### src/rtl/inst_fetch.sv
// Instruction fetch unit: issues single outstanding program-memory reads and
// holds one instruction for the decoder, with branch redirect and request draining.
module inst_fetch #(
  parameter logic [12:0] RESET_VECTOR = 13'h0000,
  parameter logic [7:0]  NOP_INST     = 8'h00
) (
  input  logic        clk,
  input  logic        reset,
  output logic        pm_req,
  output logic [12:0] pm_addr,
  input  logic        pm_ack,
  input  logic [7:0]  pm_data,
  input  logic        stall,
  input  logic        branch,
  input  logic [12:0] branch_target,
  output logic [7:0]  inst_reg,
  output logic        inst_valid,
  output logic [12:0] counter
);

  typedef enum logic [1:0] {IDLE, WAIT, FULL, DRAIN} state_t;

  state_t      state_q, state_d;
  logic [12:0] fetch_pc_q, fetch_pc_d;
  logic [12:0] addr_q, addr_d;
  logic [7:0]  inst_q, inst_d;
  logic        valid_q, valid_d;
  logic [12:0] cnt_q, cnt_d;

  always_ff @(posedge clk or negedge reset) begin
    if (!reset) state_q <= IDLE;
    else        state_q <= state_d;
  end

  always_comb begin
    state_d = state_q;
    case (state_q)
      IDLE:  state_d = WAIT;
      WAIT: begin
        if (branch && !pm_ack) state_d = DRAIN;
        else if (branch)       state_d = WAIT;
        else if (pm_ack)       state_d = FULL;
      end
      FULL:  if (branch || !stall) state_d = WAIT;
      DRAIN: if (pm_ack) state_d = WAIT;
      default: state_d = IDLE;
    endcase
  end

  // addr_q is the request address; it only moves when no request is outstanding,
  // so a branch during WAIT/DRAIN lands in fetch_pc and is picked up after the ack.
  always_comb begin
    fetch_pc_d = fetch_pc_q;
    addr_d     = addr_q;
    inst_d     = inst_q;
    valid_d    = valid_q;
    cnt_d      = cnt_q;
    case (state_q)
      IDLE: begin
        inst_d  = NOP_INST;
        valid_d = 1'b0;
        if (branch) begin
          fetch_pc_d = branch_target;
          addr_d     = branch_target;
        end else begin
          addr_d = fetch_pc_q;
        end
      end
      WAIT: begin
        if (branch) begin
          fetch_pc_d = branch_target;
          if (pm_ack) addr_d = branch_target;
        end else if (pm_ack) begin
          inst_d     = pm_data;
          cnt_d      = addr_q;
          valid_d    = 1'b1;
          fetch_pc_d = addr_q + 13'd1;
          addr_d     = addr_q + 13'd1;
        end
      end
      FULL: begin
        if (branch) begin
          fetch_pc_d = branch_target;
          addr_d     = branch_target;
          valid_d    = 1'b0;
          inst_d     = NOP_INST;
        end else if (!stall) begin
          addr_d  = fetch_pc_q;
          valid_d = 1'b0;
          inst_d  = NOP_INST;
        end
      end
      DRAIN: begin
        if (branch) fetch_pc_d = branch_target;
        if (pm_ack) addr_d = branch ? branch_target : fetch_pc_q;
      end
      default: ;
    endcase
  end

  always_ff @(posedge clk or negedge reset) begin
    if (!reset) begin
      fetch_pc_q <= RESET_VECTOR;
      addr_q     <= RESET_VECTOR;
      inst_q     <= NOP_INST;
      valid_q    <= 1'b0;
      cnt_q      <= RESET_VECTOR;
    end else begin
      fetch_pc_q <= fetch_pc_d;
      addr_q     <= addr_d;
      inst_q     <= inst_d;
      valid_q    <= valid_d;
      cnt_q      <= cnt_d;
    end
  end

  assign pm_req     = (state_q == WAIT) || (state_q == DRAIN);
  assign pm_addr    = addr_q;
  assign inst_reg   = inst_q;
  assign inst_valid = valid_q;
  assign counter    = cnt_q;

endmodule

### config.mk
export PLATFORM = sky130hd
export DESIGN_NAME = inst_fetch
export DESIGN_NICKNAME = d
export VERILOG_FILES = /design/src/rtl/inst_fetch.sv
export SDC_FILE = /design/constraint.sdc
export NUM_CORES = 1
export LEC_CHECK = 0
export BUFFER_PORTS_ARGS = -buffer_cell sky130_fd_sc_hd__buf_2
export CORE_MARGIN = 2
export CORE_UTILIZATION = 35
export CTS_CLUSTER_SIZE = 25
export DETAILED_ROUTE_END_ITERATION = 12
export GPL_TIMING_DRIVEN = 0
export SETUP_SLACK_MARGIN = 0.1
export SKIP_LAST_GASP = 1
export SLEW_MARGIN = 20
export SYNTH_ARGS = -nofsm -noshare
export SYNTH_HDL_FRONTEND = slang
export SYNTH_SLANG_ARGS = --single-unit
### constraint.sdc
create_clock -name clk -period 2.15 [get_ports clk]
set_clock_uncertainty 0.15 [all_clocks]
set_input_delay 0.215 -clock clk [delete_from_list [all_inputs] [get_ports clk]]
set_output_delay 0.215 -clock clk [all_outputs]
set_load 0.005 [all_outputs]
Word-level counts from Yosys, hierarchy flattened
Cells that the tools add are included. W data, S select, Z words.

$add $sub $neg: 1. Eq/ne operators: 10. Muxes and demuxes: 26. Bitwise operators: 1. Reduce and logical (&&, ||, !) cells: 12.

Operator list (count): $mux W13 (8); $pmux W13 S4 (1); $mux W8 (4); $pmux W13 S2 (1); $pmux W8 S3 (1); $add A13 B1 Y13 const B (1); $mux W2 (5); $reduce_and A3 Y1 (3); $ne A2 B2 Y1 const B (4); $pmux W2 S4 (1); $ne A3 B3 Y1 const B (2); $eq A2 B2 Y1 const B (2); $mux W1 (4); $ne A4 B4 Y1 const B (1); $reduce_and A4 Y1 (1); $pmux W1 S3 (1); $reduce_bool A3 Y1 (1); $reduce_or A3 Y1 (1); $eq A2 B1 Y1 const B (1); $logic_not A1 Y1 (2); $logic_not A2 Y1 (1); $logic_or A1 B1 Y1 (2); $logic_and A1 B1 Y1 (1); $not A1 Y1 (1).

Bits in registers: 50. Input bits: 26. Logic and storage cells: 56.

Depth between registers and ports, before layout
Word-level depth: 4. Depth in mapped cells: 6.

Worst setup path after synthesis
Ideal clock, no wire load.

Path type: register to register. From: register addr_q[0], in the netlist pm_addr[0]. To: register addr_q[12], in the netlist pm_addr[12]. Setup time: 131 ps. Arrival time: 1565 ps. Slack: 304 ps. Cell stages (with the launch flop): 6. Buffers on the path: 0. Clock period less this slack: 1846 ps. Cell sequence: dfrtp_1 -> ha_1 -> nand4_2 -> nor4_1 -> o21ai_0 -> o2bb2ai_1.

Word-level cells in the longest chain between the ends: 4.

Ends and longest elaborated chain: start, declared (line 25) `logic [12:0] addr_q, addr_d;`; start signal, assigned (line 110) `addr_q <= addr_d;`; $add A13 B1 Y13 (line 78) `addr_d = addr_q + 13'd1;`; $mux W13 (line 73) `end else if (pm_ack) begin`; $mux W13 (line 70) `if (branch) begin`; $pmux W13 S4 (line 58) `case (state_q)`.

No other way between the ends. The select of a mux whose other input is x is not followed. A chain may end at the register's enable or synchronous reset.

Final worst setup path
From: register state_q[1]. To: register cnt_q[12], in the netlist counter[12].

Word-level cells in the longest chain between the ends: 2.

Ends and longest elaborated chain: start, declared (line 23) `state_t state_q, state_d;`; start signal, assigned (line 32) `else state_q <= state_d;`; $eq A2 B1 Y1 (line 58); $reduce_and A3 Y1 (no source line); end signal, assigned (line 113) `cnt_q <= cnt_d;`; end, declared (line 28) `logic [12:0] cnt_q, cnt_d;`.

No other way between the ends.

==> results by group <==
Critical path
  • Family with the most delay on the worst path: simple AND/OR/NAND/NOR gates
  • Slowest Stage Delay on Critical Path: roughly 0.46 ns
  • Crit path DAT: 2.02 ns
  • CP Capture Type: register
  • Startpoint types: register
  • WP buf/inv: 2
  • Data required, critical path: 2.21 ns
  • CP Max Fanout: 10
  • Cell Chain, Critical Path: or3b_1 > buf_4 > nor2_8 > buf_6 > mux2_2
  • Critical path class: register to register
  • Crit path max-delay cell type: dfrtp_1

Power
  • Pint: 1.894 mW
  • PD cells: 915.7 nW/um^2
  • Sw Pwr: 0.9614 mW
  • Total power: 2.855 mW
  • Seq pwr share: 49.0%
  • Switch share: 33.67%
  • Leakage: 1.397 nW
  • Combinational share of power: 31.2%
  • Maximum vdd drop: ~0.43 mV
  • Clk pwr share: 19.8%

Die
  • Die ar.: approximately 8000 um^2
  • Io pins: 62
  • Core Region: 6832 um^2
  • Die Y: 88.24 um
  • Initial Util: about 36%
  • Die width: 88.24 um
  • Rows: 30

Clocking
  • Root buf cell: clkbuf_8
  • Clock Latency Late Sink: 0.31 ns
  • CTS clk-pin slew, worst paths: 0.10 ns
  • H-tree level count: 2
  • CTS Buf Count: 5
  • Post-CTS repair timing setup buffer count: 0
  • CTS max path bufs: 2
  • Clock sink count: 50
  • TritonCTS clock tree: built

Synthesis
  • Post-synth net total: about 260
  • Sequential share of the synthesized area: between 50 and 60%
  • Yosys warning count: 0
  • Post-synth top flop: dfrtp_1
  • Count of different cell masters after synthesis: 51
  • FF+latch count, synth: 50
  • Syn_area_per_cell: 10.48 um^2
  • Synthesized area: approximately 2500 um^2
  • Post-synth EDFFs: 0
  • Syn Inst Count: 237
  • FFs w/ async S/R, synth: 100.0%

Routing
  • Via count: 2097
  • DR vias/cell: 5.102
  • Routed wl met3: 261 um
  • Metal2 WL: roughly 3 mm
  • Post-route ant nets: 0
  • Drt drc: 0
  • Top sig layer: met4
  • WL met1: approximately 3 mm
  • WL final: 6.409 mm
  • 1st-iter DRT viols: 142
  • 1st-pass router iterations: 4
  • Routed len/inst: 15.59 um

STA
  • TNS Setup: 0 ns
  • Relative slew slack: 56.62%
  • RSZ-0062 raised after global routing: yes
  • Period utilisation layout: 91.42%
  • Worst-Margin Slew: 0.6507 ns
  • Min Tclk post-route: 1.965 ns
  • Final setup fails: 0
  • Final Hold Fails: 0
  • Fmax: between 0.5 and 0.6 GHz
  • Final Slew Violations: 0

Placement
  • PortBufs: 61
  • Detailed placement HPWL: between 4 and 5 mm
  • Gpl congestion: 0.7656
  • Post-placement cell area: 2912 um^2

Global routing
  • First-pass GRT wire length: 10.16 mm
  • Initial antenna violation count: 0
  • Global route total overflow: 0
  • Global Route Usage Sum: 17.11%
  • Pin count of the biggest net entering global routing: 51
  • Number of global-route vias before repair: 2013

Cells and area
  • Layout cells sized above 1: between 30% and 40%
  • Commonest cells after routing, fill and taps aside: 65 x buf_2, 49 x dfrtp_1, 20 x nand2_1
  • Final core occ: 45.64%
  • Area growth, synth to finish: 25.54%
  • Nets: 341
  • Antenna diodes: 0
  • Final instance area: slightly above 3000 um^2
  • Most common cell after layout, fill and taps aside: buf_2

Run status
  • Status: finished clean

Job
  • Max-cap viol count: 0

Hold path
  • Hold Crit Class: primary input to register
-- tightest hold or removal path, cell delays in order --
cell     delay (ns)
buf_2          0.10
inv_1          0.06
a21oi_1        0.07
-- cell families after synthesis --
logic type      count (synthesis)  share of synthesized area [%]
fa+ha+maj                       1                         0.5037
buf+inv                        20                          4.181
xor+xnor                        5                          1.764
mux                            18                          8.060
compound gates                 72                          19.85
simple gates                   71                          15.26
flops                          50                          50.38
-- path summary, 6_finish.rpt --
path | from | endpoint | slack, ns | cells past startpoint
max | state_q[1] | counter[12] | 0.18 | 5
min | branch_target[0] | fetch_pc_q[0] | 0.01 | 3
max in group asynchronous | reset | pm_addr[0] | 1.08 | 2
min reg2reg | fetch_pc_q[7] | fetch_pc_q[7] | 0.33 | 2
min in group asynchronous | reset | pm_addr[0] | 0.32 | 2
max reg2reg | state_q[1] | counter[12] | 0.18 | 5
-- synthesized netlist by cell type (all sizes together), types with 2 or more instances --
master | count | area (um^2)
dfrtp | 50 | 1251
nand2 | 20 | 75.07
nor2 | 19 | 87.58
o21ai | 18 | 90.09
mux2 | 16 | 180.2
a31oi | 10 | 62.56
a22o | 9 | 78.83
buf | 9 | 62.55
a21oi | 8 | 40.04
inv | 6 | 22.52
nand3 | 5 | 25.02
a21o | 4 | 30.03
clkbuf | 4 | 15.01
nor3 | 4 | 20.02
o31ai | 4 | 30.03
and2 | 3 | 18.77
nand2b | 3 | 18.77
nor2b | 3 | 18.77
nor4 | 3 | 25.02
o2bb2ai | 3 | 26.28
o31a | 3 | 26.28
or3 | 3 | 18.77
xnor2 | 3 | 26.28
a2bb2oi | 2 | 17.52
a31o | 2 | 17.52
mux2i | 2 | 20.02
nand4 | 2 | 18.77
o22ai | 2 | 12.51
xor2 | 2 | 17.52
-- timing repair --
item / in CTS / in global routing
gates resized for setup: 2 / 5
endpoints found under the setup margin: 5 / 14
gates cloned: 0 / 0
pin swaps: 0 / 0
endpoints found under the hold margin: 58 / 0
hold buffers: 9 / 0
-- power groups by stage --
stage	logic (mW)	registers [mW]	clock network [mW]
after CTS	0.894	1.40	0.589
after global routing	1.00	1.44	0.631
after global placement	0.860	1.40	0
final	0.890	1.40	0.566
after detailed placement	0.874	1.42	0
after floorplan	0.485	1.41	0
-- layout make-up --
type / instances / area (um^2)
Fill cell: 704 / 3714
Buffer: 13 / 78.83
Inverter: 7 / 26.28
Clock buffer: 5 / 68.82
Sequential cell: 50 / 1252
Timing Repair Buffer: 70 / 397.9
Multi-Input combinational cell: 167 / 1152
Tap cell: 96 / 120.1
Clock inverter: 3 / 21.27
-- per-layer routing --
| layer | global-route usage, % | vias to the layer above |
|---|---|---|
| li1 | - | 1028 |
| met1 | 23.58 | 1021 |
| met2 | 27.68 | 42 |
| met3 | 4.104 | 6 |
| met4 | 3.581 | 0 |
| met5 | 0 | - |
-- metrics by stage --
stage	hold WS, ns	cells	setup WS [ns]
floorplan	-0.2306	237	0.3043
CTS	0.008626	411	0.1197
finish	0.01222	411	0.1846
global route	0.02310	411	0.08553
global placement	0.2878	394	-0.05755
detailed placement	0.1481	394	-0.1137
Power figures use the tool's default switching activity.
